<file path="src/rtl/fdl_step_ctrl.sv">
// -----------------------------------------------------------------------------
// fdl_step_ctrl - fine delay line step controller for the FMDLL
//
// Filters phase-detector up/dn decisions and steps a thermometer code
// (ones fill from the MSB) over N_STEPS+1 positions. Overflow/underflow is
// handed to the coarse stage through a carry_req/carry_ack handshake, and
// lock is flagged once the step direction has reversed LOCK_REV times in a row.
//
// Optional build macro: FDL_STEP_LOCK_FREEZE_EN
//   defined   - in LOCKED the filter needs 2*FILT_LEN net decisions per step
//   undefined - LOCKED filters exactly like TRACK (FILT_LEN decisions)
//
// Ports:
//   clk_in     in   controller clock
//   rst        in   asynchronous reset, active-high
//   en         in   loop enable; low freezes filter, code and lock
//   up / dn    in   phase detector: increase / decrease delay
//   carry_ack  in   coarse stage accepted the carry
//   q          out  thermometer code, code k sets the top k bits
//   code_oh    out  one-hot select, bit k set for code k
//   code_bin   out  binary code
//   carry_req  out  carry pending to coarse stage
//   carry_dir  out  1 = overflow (coarse +1), 0 = underflow (coarse -1)
//   lock       out  fine loop locked
// -----------------------------------------------------------------------------
module fdl_step_ctrl #(
   parameter int N_STEPS  = 6,
   parameter int FILT_LEN = 4,
   parameter int LOCK_REV = 4,
   parameter int RST_CODE = 0
) (
   input  logic                         clk_in,
   input  logic                         rst,
   input  logic                         en,
   input  logic                         up,
   input  logic                         dn,
   input  logic                         carry_ack,
   output logic [N_STEPS-1:0]           q,
   output logic [N_STEPS:0]             code_oh,
   output logic [$clog2(N_STEPS+1)-1:0] code_bin,
   output logic                         carry_req,
   output logic                         carry_dir,
   output logic                         lock
);

   localparam int CW = $clog2(N_STEPS + 1);
   // Accumulator is sized for the widest threshold so both builds share it.
   localparam int AW = $clog2(2 * FILT_LEN) + 1;
   localparam int RW = $clog2(LOCK_REV + 1);

   localparam logic [CW-1:0]        MAX_CODE  = CW'(N_STEPS);
   localparam logic [CW-1:0]        INIT_CODE = CW'(RST_CODE);
   localparam logic [CW-1:0]        CODE_ZERO = {CW{1'b0}};
   localparam logic [CW-1:0]        CODE_ONE  = CW'(1);
   localparam logic [RW-1:0]        REV_SAT   = RW'(LOCK_REV);
   localparam logic [RW-1:0]        REV_ZERO  = {RW{1'b0}};
   localparam logic [RW-1:0]        REV_ONE   = RW'(1);
   localparam logic signed [AW-1:0] ACC_ZERO  = {AW{1'b0}};
   localparam logic signed [AW-1:0] ACC_ONE   = AW'(1);
   localparam logic signed [AW-1:0] THR_BASE  = AW'(FILT_LEN - 1);
`ifdef FDL_STEP_LOCK_FREEZE_EN
   localparam logic signed [AW-1:0] THR_LOCK  = AW'(2 * FILT_LEN - 1);
`else
   localparam logic signed [AW-1:0] THR_LOCK  = AW'(FILT_LEN - 1);
`endif

   typedef enum logic [1:0] {
      TRACK  = 2'd0,
      LOCKED = 2'd1,
      CARRY  = 2'd2
   } state_t;

   // Code k sets the top k bits of the thermometer word.
   function automatic logic [N_STEPS-1:0] therm_of(input logic [CW-1:0] k);
      logic [N_STEPS-1:0] t;
      t = {N_STEPS{1'b0}};
      for (int i = 0; i < N_STEPS; i++) begin
         t[i] = (int'(k) >= (N_STEPS - i));
      end
      return t;
   endfunction

   function automatic logic [N_STEPS:0] onehot_of(input logic [CW-1:0] k);
      logic [N_STEPS:0] o;
      o = {(N_STEPS + 1){1'b0}};
      for (int i = 0; i <= N_STEPS; i++) begin
         o[i] = (int'(k) == i);
      end
      return o;
   endfunction

   state_t                 state_q, state_d;
   logic [CW-1:0]          code_q, code_d;
   logic [N_STEPS-1:0]     q_q, q_d;
   logic [N_STEPS:0]       oh_q, oh_d;
   logic signed [AW-1:0]   acc_q, acc_d;
   logic                   req_q, req_d;
   logic                   dir_q, dir_d;
   logic                   lock_q, lock_d;
   logic [RW-1:0]          rev_q, rev_d;
   logic                   last_q, last_d;
   logic                   seen_q, seen_d;   // a step has happened since reset

   logic                   step_up, step_dn;
   logic signed [AW-1:0]   thr_pos, thr_neg;
   logic [RW-1:0]          rev_inc;

   // Next-state: decision filter, code stepping, carry handshake, lock tracking.
   always_comb begin
      state_d = state_q;
      code_d  = code_q;
      acc_d   = acc_q;
      req_d   = req_q;
      dir_d   = dir_q;
      lock_d  = lock_q;
      rev_d   = rev_q;
      last_d  = last_q;
      seen_d  = seen_q;
      step_up = 1'b0;
      step_dn = 1'b0;
      thr_pos = (state_q == LOCKED) ? THR_LOCK : THR_BASE;
      thr_neg = -thr_pos;
      rev_inc = (rev_q == REV_SAT) ? REV_SAT : rev_q + REV_ONE;

      case (state_q)
         CARRY: begin
            // Decisions and en are ignored while the coarse stage is busy.
            acc_d = ACC_ZERO;
            if (carry_ack) begin
               code_d  = dir_q ? CODE_ZERO : MAX_CODE;
               req_d   = 1'b0;
               lock_d  = 1'b0;
               rev_d   = REV_ZERO;
               state_d = TRACK;
            end else begin
               req_d = 1'b1;
            end
         end
         TRACK, LOCKED: begin
            if (!en) begin
               acc_d = acc_q;
            end else if (up && !dn) begin
               if (acc_q == thr_pos) begin
                  step_up = 1'b1;
                  acc_d   = ACC_ZERO;
               end else begin
                  acc_d = acc_q + ACC_ONE;
               end
            end else if (dn && !up) begin
               if (acc_q == thr_neg) begin
                  step_dn = 1'b1;
                  acc_d   = ACC_ZERO;
               end else begin
                  acc_d = acc_q - ACC_ONE;
               end
            end else begin
               acc_d = acc_q;
            end
         end
         default: begin
            state_d = TRACK;
         end
      endcase

      // A step past either end becomes a carry; the code waits for the ack.
      if (step_up && (code_q == MAX_CODE)) begin
         req_d   = 1'b1;
         dir_d   = 1'b1;
         state_d = CARRY;
      end else if (step_dn && (code_q == CODE_ZERO)) begin
         req_d   = 1'b1;
         dir_d   = 1'b0;
         state_d = CARRY;
      end else if (step_up || step_dn) begin
         code_d = step_up ? code_q + CODE_ONE : code_q - CODE_ONE;
         last_d = step_up;
         seen_d = 1'b1;
         if (!seen_q) begin
            rev_d = REV_ZERO;
         end else if (step_up != last_q) begin
            rev_d = rev_inc;
            if (rev_inc == REV_SAT) begin
               lock_d  = 1'b1;
               state_d = LOCKED;
            end else begin
               lock_d = lock_q;
            end
         end else begin
            // Loss of dither: a loop that was locked restarts counting at one.
            rev_d   = lock_q ? REV_ONE : REV_ZERO;
            lock_d  = 1'b0;
            state_d = TRACK;
         end
      end else begin
         last_d = last_q;
      end

      q_d  = therm_of(code_d);
      oh_d = onehot_of(code_d);
   end

   // State and output registers; all decoded views load from the same next code.
   always_ff @(posedge clk_in or posedge rst) begin
      if (rst) begin
         state_q <= TRACK;
         code_q  <= INIT_CODE;
         q_q     <= therm_of(INIT_CODE);
         oh_q    <= onehot_of(INIT_CODE);
         acc_q   <= ACC_ZERO;
         req_q   <= 1'b0;
         dir_q   <= 1'b0;
         lock_q  <= 1'b0;
         rev_q   <= REV_ZERO;
         last_q  <= 1'b0;
         seen_q  <= 1'b0;
      end else begin
         state_q <= state_d;
         code_q  <= code_d;
         q_q     <= q_d;
         oh_q    <= oh_d;
         acc_q   <= acc_d;
         req_q   <= req_d;
         dir_q   <= dir_d;
         lock_q  <= lock_d;
         rev_q   <= rev_d;
         last_q  <= last_d;
         seen_q  <= seen_d;
      end
   end

   assign q         = q_q;
   assign code_oh   = oh_q;
   assign code_bin  = code_q;
   assign carry_req = req_q;
   assign carry_dir = dir_q;
   assign lock      = lock_q;

endmodule
</file>
<file path="config.mk">
export PLATFORM = sky130hd
export DESIGN_NAME = fdl_step_ctrl
export DESIGN_NICKNAME = d
export VERILOG_FILES = /design/src/rtl/fdl_step_ctrl.sv
export SDC_FILE = /design/constraint.sdc
export NUM_CORES = 1
export LEC_CHECK = 0
export BUFFER_PORTS_ARGS = -buffer_cell sky130_fd_sc_hd__buf_4
export CORE_ASPECT_RATIO = 1.75
export CORE_MARGIN = 2
export CORE_UTILIZATION = 30
export CTS_CLUSTER_DIAMETER = 80
export DETAILED_ROUTE_END_ITERATION = 8
export SYNTH_ARGS = -nofsm -noshare
export SYNTH_HDL_FRONTEND = slang
export SYNTH_SLANG_ARGS = --single-unit
export TNS_END_PERCENT = 1
</file>
<file path="constraint.sdc">
create_clock -name clk_in -period 5.1 [get_ports clk_in]
set_clock_uncertainty 0.1 [all_clocks]
set_input_delay 0.765 -clock clk_in [delete_from_list [all_inputs] [get_ports clk_in]]
set_output_delay 0.765 -clock clk_in [all_outputs]
set_load 0.01 [all_outputs]
</file>
# Word level (Yosys, flattened, before mapping)
# Index checks and enable logic that the tools add are counted.
# Widths: inputs -> output; s select.
dict set report totals {
  register_bits 30
  inputBits 6
  output_inout_bits 19
  word_cells 110
}
dict set report op_classes {
  addsub 5
  magnitude_cmp 6
  n_eq_ne 17
  muxes 53
  bitwise 2
  reduce_logical 16
}
# cell n
set ops {}
lappend ops {{$mux 3} 15}
lappend ops {{$mux 1} 24}
lappend ops {{$eq 3x3->1 const B} 7}
lappend ops {{$mux 4} 5}
lappend ops {{$mux 2} 7}
lappend ops {{$ge 3x3->1 const B} 3}
lappend ops {{$eq 4x3->1 const B} 2}
lappend ops {{$pmux 4 s2} 1}
lappend ops {{$add 3x1->3 const B} 2}
lappend ops {{$eq 3x2->1 const B} 2}
lappend ops {{$ge 3x2->1 const B} 2}
lappend ops {{$logic_not 3->1} 2}
lappend ops {{$ne 6x5->1 const B} 1}
lappend ops {{$reduce_and 3->1} 2}
lappend ops {{$add 4x2->4 const B} 1}
lappend ops {{$logic_and 1x1->1} 4}
lappend ops {{$pmux 2 s2} 1}
lappend ops {{$reduce_bool 2->1} 2}
lappend ops {{$sub 4x2->4 const B} 1}
lappend ops {{$ge 3x1->1 const B} 1}
lappend ops {{$ne 3x3->1 const B} 1}
lappend ops {{$reduce_bool 3->1} 1}
lappend ops {{$sub 3x1->3 const B} 1}
lappend ops {{$eq 2x1->1 const B} 1}
lappend ops {{8 further kinds} 10}

# Logic depth before layout (Yosys ltp)
dict set report logic_depth {
  ltp_word 11
  mapped_depth 12
  mapped_depth_nobuf 11
}

# Least setup slack after synthesis
# OpenSTA, ideal clock, no wires.
dict set report synth_path {
  path_type {input to register}
  startpoint {input port dn}
  endpoint {register q_q[0], in the netlist q[0]}
  setup_time_ns 0.119
  arrival_ns 2.698
  required_time_ns 4.881
  setup_slack_ns 2.183
  stages 12
  n_path_buf 1
  cell_sequence {inv_1 > ha_1 > buf_2 > nand4bb_4 > nand2b_4 > inv_2 > fa_1 > xnor2_1 > or3b_4 > nand4_4 > inv_4 > and2_1}
}
dict set report synth_via {
  elab_chain_len 10
  word_cells_on_any_way 18
  cone_classes {order compare (1); mux (11); reduce/logical (6)}
}
# item line_no
set synth_lines {}
lappend synth_lines {{from (decl)} 36} ;# input logic dn,
lappend synth_lines {{$logic_not 1->1 (*)} 142} ;# end else if (up && !dn) begin
lappend synth_lines {{$logic_and 1x1->1 (*)} 142}
lappend synth_lines {{$mux 1 (*)} 142}
lappend synth_lines {{$mux 1 (*)} 140} ;# if (!en) begin
lappend synth_lines {{$mux 1 (*)} 125} ;# case (state_q)
lappend synth_lines {{named net step_up} 104} ;# logic step_up, step_dn;
lappend synth_lines {{$mux 3 / $logic_or 1x1->1 (equally long branches)} {175, 174}}
lappend synth_lines {{$mux 3} 174} ;# end else if (step_up || step_dn) begin
lappend synth_lines {{$mux 3} 170} ;# end else if (step_dn && (code_q == CODE_ZERO)) begin
lappend synth_lines {{$mux 3 (*)} 166} ;# if (step_up && (code_q == MAX_CODE)) begin
lappend synth_lines {{named net code_d[2]} 93} ;# logic [CW-1:0] code_q, code_d;
lappend synth_lines {{$ge 3x3->1 (*)} 78} ;# t[i] = (int'(k) >= (N_STEPS - i));
lappend synth_lines {{named net q_d[0]} 94} ;# logic [N_STEPS-1:0] q_q, q_d;
lappend synth_lines {{to (signal assigned)} 207} ;# q_q <= therm_of(INIT_CODE);
lappend synth_lines {{to (signal assigned)} 219} ;# q_q <= q_d;
lappend synth_lines {{to (decl)} 94}
# Mark *: on every way through the listed nets, which the timed path passes. The rest lies on a longest branch.
# A chain may end at the register's enable or synchronous reset.

# Worst setup path in the final report
dict set report layout_path {
  startpoint {input port up}
  endpoint {register oh_q[0], in the netlist code_oh[0]}
}
dict set report layout_via {
  word_cells_on_any_way 18
  cone_classes {mux (11); reduce/logical (7)}
}
# item line_no
set layout_rtl {}
lappend layout_rtl {{from (decl)} 35} ;# input logic up,
lappend layout_rtl {{$logic_and 1x1->1 (*)} 142}
lappend layout_rtl {{$mux 1 (*)} 142}
lappend layout_rtl {{$mux 1 (*)} 140}
lappend layout_rtl {{$mux 1 (*)} 125}
lappend layout_rtl {{named net step_up} 104}
lappend layout_rtl {{$mux 3 / $logic_or 1x1->1 (equally long branches)} {175, 174}}
lappend layout_rtl {{$mux 3} 174}
lappend layout_rtl {{$mux 3} 170}
lappend layout_rtl {{$mux 3 (*)} 166}
lappend layout_rtl {{named net code_d[2]} 93}
lappend layout_rtl {{$logic_not 3->1 (*)} 87} ;# o[i] = (int'(k) == i);
lappend layout_rtl {{named net oh_d[0]} 95} ;# logic [N_STEPS:0] oh_q, oh_d;
lappend layout_rtl {{to (signal assigned)} 208} ;# oh_q <= onehot_of(INIT_CODE);
lappend layout_rtl {{to (signal assigned)} 220} ;# oh_q <= oh_d;
lappend layout_rtl {{to (decl)} 95}
# Marks and branches as above.

==> run metrics <==
Seq/Total Area, Yosys=0.467; DRT antenna net count=0; Clock Latency Late Sink=0.28 ns; total core area=5210 um^2; syn_area_per_cell=10.1 um^2; Power Density=506 nW/um^2; vias=1,243; first-pass GRT wire length=5.99 mm; grt met3 use=0.0308; net count after synthesis=173; TritonCTS clock tree=yes; DR iter-0 viols=18; yosys synthesis warning count=0; first-pass iteration count of the detailed router=4; Worst Path Class, Setup=input pin to flip-flop; pins over their slew limit=0; final setup TNS=0 ns; post-DP HPWL=2.76 mm; main flop type after synthesis=dfrtp_1; number of library cell types mapped by synthesis=49; Worst slew margin=0.539; global route total overflow=0; synthesized area=1610 um^2; pre-CTS setup slack=1.81 ns; Min Hold Slack=0.386 ns; Worst Tran Pin Value=0.684 ns; CP Data Arrival Time=3.04 ns; Filler Cells Inserted=509; synth cell count leaders=29 x dfrtp_1, 15 x nand2_1, 14 x nor2_1, 12 x inv_1, 9 x o21ai_0; Detailed Route WL=3.53 mm; Clock transition at path regs=0.06 ns; M2 GR Usage=0.249; Final Cycle Share=0.580; drt drc=0; Fmax achieved=0.338 GHz; Port Buffers=24; EDFF count, synth=0; top cell type's share of synthesized area=0.451; gpl congestion=0.775; asr flop ratio synth=1.00; largest net degree at the start of global routing=31; Startpoint Class=input pin; chip height=101 um; Leak Pwr=0.895 nW; Synth Instances=159; WL/cell=14.4 um; Yosys top cell by area=dfrtp_1; vias per inst=5.07; Storage cell area=752 um^2; Max Cap Violations=0; CP Data Required Time=5.18 ns; n_diodes=0; Max rail drop VDD=0.251 mV; CTS Buf Count=5; vias in the first global route=1,249; share of layout cells above drive strength 1=0.237; Post-Place Cells=237; Critical Path End Type=flip-flop; CTS resizes=0; Tmin final=2.96 ns; top cells by area, synth=dfrtp_1 45%, ha_1 5.4%, nand2_1 3.5%; Clock Tree Root=clkbuf_8; fin nets=203; count of final setup violators=0; row cnt=35; hold-fix buffers at CTS=0; worst hold path type=flip-flop to flip-flop; clk sinks=30; register bit total from synthesis=30; endpoints failing hold=0; die area=5990 um^2; fin cells=245; GR peak layer=met2; initial antenna violation count=0; H-tree depth=2; I/O pins=25; count leader, synth=dfrtp_1; Layout area overhead=21.3%; Max FO, Critical Path=10; met1 Track Usage GR=0.134; Tot GR Track Use=0.135; RSZ-0062 raised after global routing=no; post-CTS setup buffers=0; outcome=complete, no violations; Die Wd=59.4 um; area occupied by multi-input gates=795 um^2; Initial Util=0.309; clock buffer depth=2; slack of the critical path=2.14 ns
## final timing paths
check	start	cells after the start	slack, ns	to
setup / recovery	up	11	2.14	code_oh[0]
hold / removal	carry_req	1	0.39	carry_req
setup reg to reg	acc_q[0]	10	2.40	code_oh[0]
hold reg to reg	carry_req	1	0.39	carry_req
max in group asynchronous	rst	3	4.12	code_oh[0]
min in group asynchronous	rst	3	0.46	rev_q[1]
## through the flow
stage	power, W	util	instance area (um^2)
after detailed placement	0.000803	0.357	1860
after global placement	0.000802	0.357	1860
after CTS	0.00101	0.375	1950
final	0.000989	0.375	1950
after floorplan	0.000634	-	1610
after global routing	0.00107	0.375	1950
## routing by layer
| layer | vias up | share of wire |
|---|---|---|
| met5 | - | 0 |
| met4 | 0 | 0.027 |
| met3 | 9 | 0.038 |
| met2 | 30 | 0.58 |
| met1 | 591 | 0.35 |
| li1 | 613 | - |
## flip-flops by register name (all words and copies together) (netlist names), 2 cells and up
name	flops
acc_q	4
code_bin	3
q	6
rev_q	3
code_oh	7
state_q	2
## cell type report
cell class / instances / share of cell area
sequential: 30 / 0.385
clock inverter: 2 / 0.00641
clock buffer: 6 / 0.0423
multi-input combinational: 113 / 0.407
timing repair buffer: 25 / 0.0961
inverter: 14 / 0.0282
tap: 55 / 0.0352
## report_power, final
part | total, W | internal (W) | switching [W]
combinational | 0.000394 | 0.000185 | 0.000210
sequential | 0.000397 | 0.000321 | 0.0000756
clock | 0.000198 | 0.000108 | 0.0000897
total | 0.000989 | 0.000614 | 0.000375
## worst max-delay path, stage by stage
cell and delay, ns:
buf_4 0.11, ha_1 0.31, nand4bb_4 0.17, nand2b_4 0.17, inv_2 0.06, fa_1 0.37
xnor2_1 0.21, or3b_4 0.41, nand4_4 0.18, inv_4 0.07, nor3_1 0.20
## cell usage in the layout (no fill, tap or decap), drive strengths merged, types with 2 or more instances in the layout
cell and instances:
nor2b 2, nand2b 9, inv 14, nand2 15, ha 7, xnor2 3
o31ai 2, nand3b 3, buf 25, nand4 4, nor2 14, nand3 7
or3b 2, clkbuf 6, o22ai 2, a31oi 3, a21oi 6, or4 2
nor3 4, dfrtp 29, o21ai 9
## logic make-up (layout without fill, tap and decap cells)
kind of cell,Yosys count,count (layout),synth area share
DFF,30,30,0.467
muxes,1,1,0.00855
and+or+nand+nor,70,70,0.272
buffers and inverters,16,47,0.0396
AOI/OAI and AO/OA,30,30,0.124
xor gates and xnor gates,4,4,0.0218
adders and majority gates,8,8,0.0668
Note: power is estimated with default switching activity, not from simulation.
